**src/rtl/store_monitor_pkg.sv**
```systemverilog
// store_monitor_pkg: shared state, defaults and store-entry type for the store monitor.
package store_monitor_pkg;
  typedef enum logic {RUN, DONE} state_t;
  localparam logic [31:0] DEF_DONE_ADDR  = 32'd100;
  localparam logic [31:0] DEF_PASS_VALUE = 32'd25;
  typedef struct packed {
    logic [31:0] addr;
    logic [31:0] data;
  } entry_t;
endpackage

```
**src/rtl/store_monitor_sync_fifo.sv**
```systemverilog
// sync_fifo: show-ahead FIFO with a registered head word and wrap-bit pointers.
module sync_fifo #(
  parameter int W     = 64,
  parameter int DEPTH = 8
) (
  input  logic         clk,
  input  logic         reset,
  input  logic         push,
  input  logic         pop,
  input  logic [W-1:0] wdata,
  output logic         full,
  output logic         empty,
  output logic [W-1:0] rdata
);
  localparam int AW = $clog2(DEPTH);
  logic [W-1:0] r_mem [DEPTH];
  logic [AW:0]  r_wr, r_rd, w_rd_nxt;
  logic [W-1:0] r_rdata;
  logic         w_nxt_empty;
  assign w_rd_nxt    = r_rd + {{AW{1'b0}}, pop};
  assign w_nxt_empty = (w_rd_nxt == r_wr) && !push;
  assign empty       = (r_wr == r_rd);
  assign full        = (r_wr[AW] != r_rd[AW]) && (r_wr[AW-1:0] == r_rd[AW-1:0]);
  assign rdata       = r_rdata;
  always_ff @(posedge clk)
    if (push) r_mem[r_wr[AW-1:0]] <= wdata;
  // Head register tracks the next head; a push into the slot about to be head goes straight in.
  always_ff @(posedge clk) begin
    if (reset) begin
      r_wr    <= '0;
      r_rd    <= '0;
      r_rdata <= '0;
    end else begin
      if (push) r_wr <= r_wr + (AW+1)'(1);
      r_rd <= w_rd_nxt;
      if (!w_nxt_empty)
        r_rdata <= (push && w_rd_nxt == r_wr) ? wdata : r_mem[w_rd_nxt[AW-1:0]];
    end
  end
endmodule

```
**src/rtl/store_monitor.sv**
```systemverilog
// store_monitor: queues data-memory stores for draining and flags end-of-program pass/fail.
module store_monitor
  import store_monitor_pkg::*;
#(
  parameter int          DEPTH      = 8,
  parameter int          CNT_W      = 16,
  parameter logic [31:0] DONE_ADDR  = DEF_DONE_ADDR,
  parameter logic [31:0] PASS_VALUE = DEF_PASS_VALUE
) (
  input  logic             clk,
  input  logic             reset,
  input  logic             MemWrite,
  input  logic [31:0]      DataAdr,
  input  logic [31:0]      WriteData,
  output logic             out_valid,
  input  logic             out_ready,
  output logic [31:0]      out_addr,
  output logic [31:0]      out_data,
  output logic             done,
  output logic             pass,
  output logic             overflow,
  output logic [CNT_W-1:0] store_count
);
  state_t           r_state, w_state_nxt;
  logic             w_sample, w_fin, w_pop, w_push, w_full, w_empty;
  logic             r_pass, r_overflow;
  logic [CNT_W-1:0] r_count;
  entry_t           w_in, w_head;
  assign w_sample = MemWrite && (r_state == RUN);
  assign w_fin    = w_sample && (DataAdr == DONE_ADDR);
  assign w_pop    = !w_empty && out_ready;
  // A full FIFO still accepts when the head leaves on the same edge.
  assign w_push   = w_sample && (!w_full || w_pop);
  assign w_in     = '{addr: DataAdr, data: WriteData};
  always_comb w_state_nxt = w_fin ? DONE : r_state;
  always_ff @(posedge clk)
    r_state <= reset ? RUN : w_state_nxt;
  always_ff @(posedge clk) begin
    if (reset) begin
      r_pass     <= 1'b0;
      r_overflow <= 1'b0;
      r_count    <= '0;
    end else begin
      if (w_fin) r_pass <= (WriteData == PASS_VALUE);
      if (w_sample && !w_push) r_overflow <= 1'b1;
      if (w_sample && r_count != '1) r_count <= r_count + CNT_W'(1);
    end
  end
  sync_fifo #(.W($bits(entry_t)), .DEPTH(DEPTH)) u_fifo (
    .clk   (clk),
    .reset (reset),
    .push  (w_push),
    .pop   (w_pop),
    .wdata (w_in),
    .full  (w_full),
    .empty (w_empty),
    .rdata (w_head)
  );
  assign out_valid   = !w_empty;
  assign out_addr    = w_head.addr;
  assign out_data    = w_head.data;
  assign done        = (r_state == DONE);
  assign pass        = r_pass;
  assign overflow    = r_overflow;
  assign store_count = r_count;
endmodule

```
**config.mk**
```make
export PLATFORM = sky130hd
export DESIGN_NAME = store_monitor
export DESIGN_NICKNAME = d
export VERILOG_FILES = /design/src/rtl/store_monitor_pkg.sv /design/src/rtl/store_monitor_sync_fifo.sv /design/src/rtl/store_monitor.sv
export SDC_FILE = /design/constraint.sdc
export NUM_CORES = 1
export LEC_CHECK = 0
export CAP_MARGIN = 20
export CORE_MARGIN = 5
export CORE_UTILIZATION = 50
export CTS_CLUSTER_SIZE = 24
export DETAILED_ROUTE_END_ITERATION = 10
export PLACE_DENSITY = 0.67
export SKIP_CTS_REPAIR_TIMING = 1
export SLEW_MARGIN = 30
export SYNTH_ARGS = -nofsm -noshare
export SYNTH_HDL_FRONTEND = slang
export SYNTH_HIERARCHICAL = 1
export SYNTH_SLANG_ARGS = --single-unit
```
**constraint.sdc**
```tcl
create_clock -name clk -period 18.7 [get_ports clk]
set_clock_uncertainty 0.2 [all_clocks]
set_input_delay 1.87 -clock clk [delete_from_list [all_inputs] [get_ports clk]]
set_output_delay 1.87 -clock clk [all_outputs]
set_load 0.05 [all_outputs]
```
== After elaboration in Yosys (flattened, before gate mapping) ==
Memories as Yosys holds them, arrays and structs flattened.
Cells that the tools add are included.

* Input port bits: 68
* Word-level logic and storage cells: 35
* Bits in writable memories: 512
* Memories: 1
* ROM bits: 0
* Output and inout port bits: 84
* Register bits: 91
* Latch bits: 0

{| class="wikitable"
|+ Memory list
! name !! words !! bits a word !! rd ports !! clocked after Yosys merged registers in !! write ports !! RTL line !! text
|-
| u_fifo.r_mem || 8 || 64 || 1 || 0 || 1 || store_monitor_sync_fifo.sv:16 || <nowiki>logic [W-1:0] r_mem [DEPTH];</nowiki>
|}

* Multiplexer cells: 3
* Divide/modulo/power cells: 0
* Multipliers: 0
* Order comparisons: 0
* Reductions and logical operators: 13
* Eq/ne operators: 7
* Bitwise operators: 1
* Add/sub/neg operators: 3
* Shift operators: 0

{| class="wikitable"
|+ Operator list
! kind !! count
|-
| 64-bit two-way mux || 1
|-
| 32-bit by 5-bit == test with 1-bit output, second input constant || 1
|-
| 32-bit by 7-bit == test with 1-bit output, second input constant || 1
|-
| 16-bit by 1-bit adder with 16-bit output, second input constant || 1
|-
| 16-bit != test, second input constant || 1
|-
| 1-bit logical AND || 9
|-
| 4-bit == test || 2
|-
| 4-bit by 1-bit adder with 4-bit output || 1
|-
| 4-bit by 1-bit adder with 4-bit output, second input constant || 1
|-
| 3-bit == test || 1
|-
| 1-bit logical NOT || 3
|-
| 1-bit two-way mux || 2
|-
| 1-bit logical OR || 1
|-
| 1-bit != test || 1
|-
| 1-bit NOT || 1
|}

== Depth between registers and ports, before layout ==
Gate-level depths: netlist of the first run.

* Depth after elaboration: 7
* Depth in mapped cells: 16

== Cells and area by module ==
The synthesis of the first run kept the hierarchy.

{| class="wikitable"
|+ Modules (own cells, without submodules)
! module !! cells each !! times used !! sequential area each (um^2) !! area an instance (um^2)
|-
| sync_fifo || 1530 || 1 || 16816.1 || 23747.8
|-
| store_monitor || 133 || 1 || 380.4 || 1114.8
|}

== Least setup slack after synthesis of the first run ==
OpenSTA, ideal clock, no wires.

* Path kind: input-to-reg
* Start: in MemWrite
* End: mem u_fifo.r_mem[0][0] (enable)
* Stages on the path: 7
* Setup time: 0.565 ns
* Arrival time: 7.550 ns
* Setup slack: 10.385 ns
* Path buffers: 3
* Cells stage by stage: nand2b_1 -> clkbuf_1 -> a21oi_1 -> clkbuf_1 -> clkbuf_1 -> nand2b_1 -> nor3_1

* Word-level cells in the longest chain between the ends: 4

{| class="wikitable"
|+ RTL lines
! element !! RTL line !! text
|-
| from (decl) || store_monitor.sv:12 || <nowiki>input logic MemWrite,</nowiki>
|-
| 1-bit logical AND || store_monitor.sv:29 || <nowiki>assign w_sample = MemWrite && (r_state == RUN);</nowiki>
|-
| 1-bit logical AND || store_monitor.sv:33 || <nowiki>assign w_push = w_sample && (!w_full || w_pop);</nowiki>
|-
| net w_push || store_monitor.sv:25 || <nowiki>logic w_sample, w_fin, w_pop, w_push, w_full, w_empty;</nowiki>
|-
| 1-bit two-way mux || store_monitor_sync_fifo.sv:26 || <nowiki>if (push) r_mem[r_wr[AW-1:0]] <= wdata;</nowiki>
|-
| 1-bit two-way mux (implied by the code) || store_monitor_sync_fifo.sv:26 ||
|-
| to (decl) || store_monitor_sync_fifo.sv:16 ||
|}

The timed path passes the listed nets, and every way through them passes these cells.

== Worst setup path in the final report of the first run ==
* Start: in out_ready
* End: reg u_fifo.r_rdata[35], in the netlist u_fifo/rdata[35]

* Word-level cells in the longest chain between the ends: 5
* Elaborated cells between the ends (all ways): 10
* Classes of those cells: add/sub: 1; eq/ne: 1; mux: 1; reduce/logical: 6; memory: 1

{| class="wikitable"
|+ RTL lines
! element !! RTL line !! text
|-
| from (decl) || store_monitor.sv:16 || <nowiki>input logic out_ready,</nowiki>
|-
| 1-bit logical AND * || store_monitor.sv:31 || <nowiki>assign w_pop = !w_empty && out_ready;</nowiki>
|-
| net w_pop || store_monitor.sv:25 ||
|-
| 4-bit by 1-bit adder with 4-bit output * || store_monitor_sync_fifo.sv:20 || <nowiki>assign w_rd_nxt = r_rd + {{AW{1'b0}}, pop};</nowiki>
|-
| net u_fifo.w_rd_nxt[0] || store_monitor_sync_fifo.sv:17 || <nowiki>logic [AW:0] r_wr, r_rd, w_rd_nxt;</nowiki>
|-
| branches (longest 3 deep; another with memory 8 x 64 bit) || - ||
|-
| to (signal assigned) || store_monitor_sync_fifo.sv:37 || <nowiki>r_rdata <= (push && w_rd_nxt == r_wr) ? wdata : r_mem[w_rd_nxt[AW-1:0]];</nowiki>
|-
| to (decl) || store_monitor_sync_fifo.sv:18 || <nowiki>logic [W-1:0] r_rdata;</nowiki>
|}

Mark *: on every way through the listed nets, which the timed path passes.
A chain may end at the register's enable or synchronous reset.

==> results of run 1 <==
## power by group
part | switching (mW) | total, mW | internal (mW)
clock | 0.497 | 1.18 | 0.687
combinational | 0.646 | 1.03 | 0.382
sequential | 0.0406 | 1.58 | 1.54
## Yosys cell counts, types with 5 or more instances
master,instances
a2111oi_0,35
a2111oi_1,29
a211oi_1,6
a211oi_2,60
a21oi_1,11
buf_1,11
buf_2,36
buf_6,8
clkbuf_1,79
dfxtp_1,91
edfxtp_1,512
inv_1,6
mux2i_1,257
nand2_1,6
nand2b_1,5
nand3_1,262
nand4_1,72
nor2_1,22
nor2b_1,70
nor3_1,10
nor4_1,12
o21ai_1,5
or3_1,5
xnor2_1,8
## cell families after synthesis
family,Yosys count,share of synthesized area
adders and majority gates,4,0.00201
xor gates and xnor gates,13,0.00513
buffers and inverters,141,0.0257
and+or+nand+nor,485,0.108
DFF,603,0.692
AOI/OAI and AO/OA,157,0.0628
muxes,260,0.105
## layout make-up
class | count | area (um^2) | share of cell area
sequential | 603 | 17200 | 0.594
multi-input combinational | 919 | 7170 | 0.247
timing repair buffer | 182 | 1800 | 0.0623
clock buffer | 82 | 1660 | 0.0572
tap | 664 | 831 | 0.0287
clock inverter | 29 | 284 | 0.00980
inverter | 6 | 30.0 | 0.00104
antenna | 2 | 5.00 | 0.000173
## worst max-delay path: stages
cell and delay, ps:
clkdlybuf4s50_1 400, nand2_1 150, inv_1 100, ha_4 700
buf_4 840, buf_4 830, mux2i_1 260, nand3_1 90
nand4_1 190, a211oi_2 80
## sequential cells by signal, summed over array words and instances, names as in the netlist
| register | cells |
|---|---|
| u_fifo/r_mem | 512 |
| u_fifo/rdata | 64 |
| store_count | 16 |
| u_fifo/r_rd | 4 |
| u_fifo/r_wr | 4 |
| done | 1 |
| overflow | 1 |
| pass | 1 |
## routing by layer
| layer | share of wire | up-vias | wire [um] | GRT usage |
|---|---|---|---|---|
| li1 | - | 6807 | - | - |
| met3 | 0.067 | 98 | 4090 | 0.0384 |
| met5 | 0 | - | 0 | 0 |
| met1 | 0.43 | 7633 | 25900 | 0.306 |
| met4 | 0.025 | 0 | 1490 | 0.0653 |
| met2 | 0.48 | 522 | 29200 | 0.362 |
## worst paths after layout
check,startpoint,to,slack [ps]
min,overflow$_SDFFE_PP0P_,overflow$_SDFFE_PP0P_,320
min reg2reg,overflow$_SDFFE_PP0P_,overflow$_SDFFE_PP0P_,320
max reg2reg,u_fifo/r_wr[1]$_SDFFE_PP0P_,u_fifo/rdata[35]$_SDFFE_PP0N_,13880
max,out_ready,u_fifo/rdata[35]$_SDFFE_PP0N_,13360
## per-stage QoR
| stage | power, mW | std cells | area, um^2 |
|---|---|---|---|
| 3_5_place_dp | 2.63 | 2373 | 27000 |
| 2_1_floorplan | 2.35 | 1663 | 24900 |
| 6_report | 3.79 | 2487 | 29000 |
| 4_1_cts | 3.81 | 2484 | 28900 |
| 3_3_place_gp | 2.62 | 2371 | 26900 |
| 5_1_grt | 3.93 | 2486 | 29000 |
==> metrics.txt, run 1 <==
Seq/Total Area, Yosys=0.692; number of synthesized register bits=603; pwr dens=131 nW/um^2; post-synth top area share=0.618; effective utilization at floorplan=0.507; layout cell share with drive strength beyond 1=0.111; final setup TNS=0 ps; status=completed; core area=49100 um^2; Min Hold Slack=321 ps; Yosys cell types=47; largest net degree at the start of global routing=130; Top FF cell, synth=edfxtp_1; Synth warnings=6; Crit path arrival time=5610 ps; Synth Net Count=1735; Final nets=1844; final hold viol count=0; Leak Pwr=9.28 nW; gpl congestion=0.768; RSZ-0062 raised after global routing=false; Cells after Synth=1663; initial antenna violation count=2; WP data required=18970 ps; most frequent cells in the layout=512 x edfxtp_1, 261 x nand3_1, 257 x mux2i_1, 150 x clkdlybuf4s50_1, 91 x dfxtp_1; DRT Pass-1 Iters=5; post-route worst setup slack=13360 ps; synthesized cell area=24900 um^2; Max VDD drop=0.0000870 V; Async S/R FF share, synth=0; number of max-cap violations=0; P&R area growth vs syn=16.5%; # setup viols final=0; final core occ=0.591; die footprint=54300 um^2; I/O Pins=152; # H-tree levels=2; crit path kind=input port to flop; most common cell after layout, fill and taps aside=edfxtp_1; via count=15.1k; Synth area leader=edfxtp_1; first-pass GRT wire length=91.9 mm; reg2reg path depth=13; Die Y-Extent=233 um; Max Slew Vio Count=0; Iteration-0 DRC Markers=1369; vias in the first global route=15.1k; Worst Hold Path Cells=2; Post-DP HPWL=31.1 mm; clock sink count=603; Mapped Avg Cell Area=15.0 um^2; top cells by area, synth=edfxtp_1 62%, mux2i_1 10%, dfxtp_1 7.3%; remaining antenna violation count after routing=0; # fillers=3788; Worst slew margin=0.299; drc violations=0; Routed WL per cell=24.4 um; CTS tree=done; Startpoint Class=input port; grt ovf=0; CTS buffer count=60; pre-CTS WS=12740 ps; total wire length=60.7 mm; Worst-Margin Slew=1050 ps; Vias/cell=6.06; Total Routing Usage GR=0.221; f_max=187 MHz; Worst-Skew Late Latency=620 ps; crit path time final=5340 ps; count of input and output buffers=151; clk slew on worst S/H paths=60 ps; clock tree buffer depth=3; CP endpoint kind=flop; crit path max fanout=50; EDFF count, synth=512; Hold WC Path Type=flop to flop; row count=81; final period utilization=0.286; Die W=233 um; root buf cell=clkbuf_16
Power figures use the tool's default switching activity.
==> run 2: changes to the inputs <==
PLACE_DENSITY = 0.7   (was 0.67)
clock period = 4.7 ns   (was 18.7 ns; I/O delays follow)
==> metrics.txt, run 2 (synthesized netlist as in run 1, its figures left out) <==
core area=49100 um^2; count of input and output buffers=151; fin cells=2493; most frequent cells in the layout=512 x edfxtp_1, 261 x nand3_1, 257 x mux2i_1, 150 x clkdlybuf4s50_1, 91 x dfxtp_1; Startpoint Class=flop; largest net degree at the start of global routing=107; Cells after DPL=2380; P&R area growth vs syn=16.9%; Crit path arrival time=3760 ps; Total Routing Usage GR=0.222; Final nets=1850; f_max=285 MHz; drc violations=0; # H-tree levels=2; total wire length=60.8 mm; Max VDD drop=0.000401 V; M2 GR Usage=0.363; initial antenna violation count=3; crit path max fanout=33; Routed WL per cell=24.4 um; pwr dens=516 nW/um^2; status=completed; Worst-Margin Slew=991 ps; Hold WC Path Type=input port to flop; Final Cell Area=29100 um^2; met3 global-route usage=0.0443; # setup viols final=0; clock sink count=603; WP data required=4950 ps; gpl congestion=0.769; layer with the highest usage=met2; layout cell share with drive strength beyond 1=0.114; Die Y-Extent=233 um; most common cell after layout, fill and taps aside=edfxtp_1; row count=81; crit path kind=flop to flop; Die W=233 um; CTS tree=done; Worst-Skew Late Latency=620 ps; DRT Pass-1 Iters=5; clock tree buffer depth=3; number of max-cap violations=0; Post-DP HPWL=31.8 mm; grt ovf=0; RSZ-0062 raised after global routing=false; crit path time final=3510 ps; number of flip-flops in the largest register=512; root buf cell=clkbuf_16; Leak Pwr=9.34 nW; CTS buffer count=60; final hold viol count=0; Vias/cell=6.06; effective utilization at floorplan=0.507; I/O Pins=152; dpl cell area=27100 um^2; first-pass GRT wire length=92.5 mm; CP endpoint kind=flop; grt met1 use=0.306; final period utilization=0.747; Max Slew Vio Count=0; Iteration-0 DRC Markers=1279; Worst slew margin=0.339; vias in the first global route=15.3k; die footprint=54300 um^2; remaining antenna violation count after routing=0; via count=15.1k; clk slew on worst S/H paths=60 ps
run 2: cell types whose count changed in the layout (fill, tap and decap cells not counted), sizes merged:
cell,before,now
clkinv,20,28
clkbuf,82,77
buf,32,38
bufinv,5,3
inv,6,7
clkinvlp,4,2
run 2: worst max-delay path: stages (launching register included):
cell	delay [ps]
dfxtp_1	600
xnor2_1	170
nand3_1	120
nor2_1	130
inv_1	60
nand2_1	160
inv_1	100
ha_4	180
ha_4	190
xnor3_1	360
nand3_2	90
or2_4	460
buf_12	350
a211oi_2	120
run 2: layer usage:
metal | routed length (um) | part of all wire | up-vias
met5 | 13 | 0.00021 | -
met4 | 1370 | 0.023 | 2
met2 | 29500 | 0.49 | 467
met1 | 26400 | 0.43 | 7732
li1 | - | - | 6805
met3 | 3500 | 0.058 | 97
run 2: path summary, 6_finish.rpt:
path | cells after the start | from | slack, ps | to
worst max-delay path | 13 | u_fifo/r_wr[2]$_SDFFE_PP0P_ | 1190 | u_fifo/rdata[5]$_SDFFE_PP0N_
worst min-delay path | 2 | reset | 90 | u_fifo/r_rd[1]$_SDFF_PP0_
worst max register to register | 13 | u_fifo/r_wr[2]$_SDFFE_PP0P_ | 1190 | u_fifo/rdata[5]$_SDFFE_PP0N_
worst min register to register | 2 | overflow$_SDFFE_PP0P_ | 290 | overflow$_SDFFE_PP0P_
run 2: layout make-up:
class	instances	area, um^2
diodes	2	5.00
inverters	6	27.5
fillers	3828	20000
multi-input cells	919	7180
clock buffers	77	1660
repair buffers	188	1910
flip-flops and latches	603	17200
well taps	664	831
clock inverters	34	249
run 2: power breakdown:
part / internal (mW) / switching, mW / total, mW
Sequential: 6.11 / 0.177 / 6.29
Combinational: 1.56 / 2.54 / 4.10
Clock: 2.64 / 1.96 / 4.60
run 2: stage by stage:
step	setup slack (ps)	TNS (ps)	util	total power [mW]	hold WS (ps)
2_1_floorplan	-1050	-315530	-	9.35	298
3_3_place_gp	1300	0	0.553	10.4	270
3_5_place_dp	1230	0	0.553	10.5	264
4_1_cts	1210	0	0.592	15.1	45.2
5_1_grt	955	0	0.592	15.6	89.5
6_report	1190	0	0.592	15.0	90.0
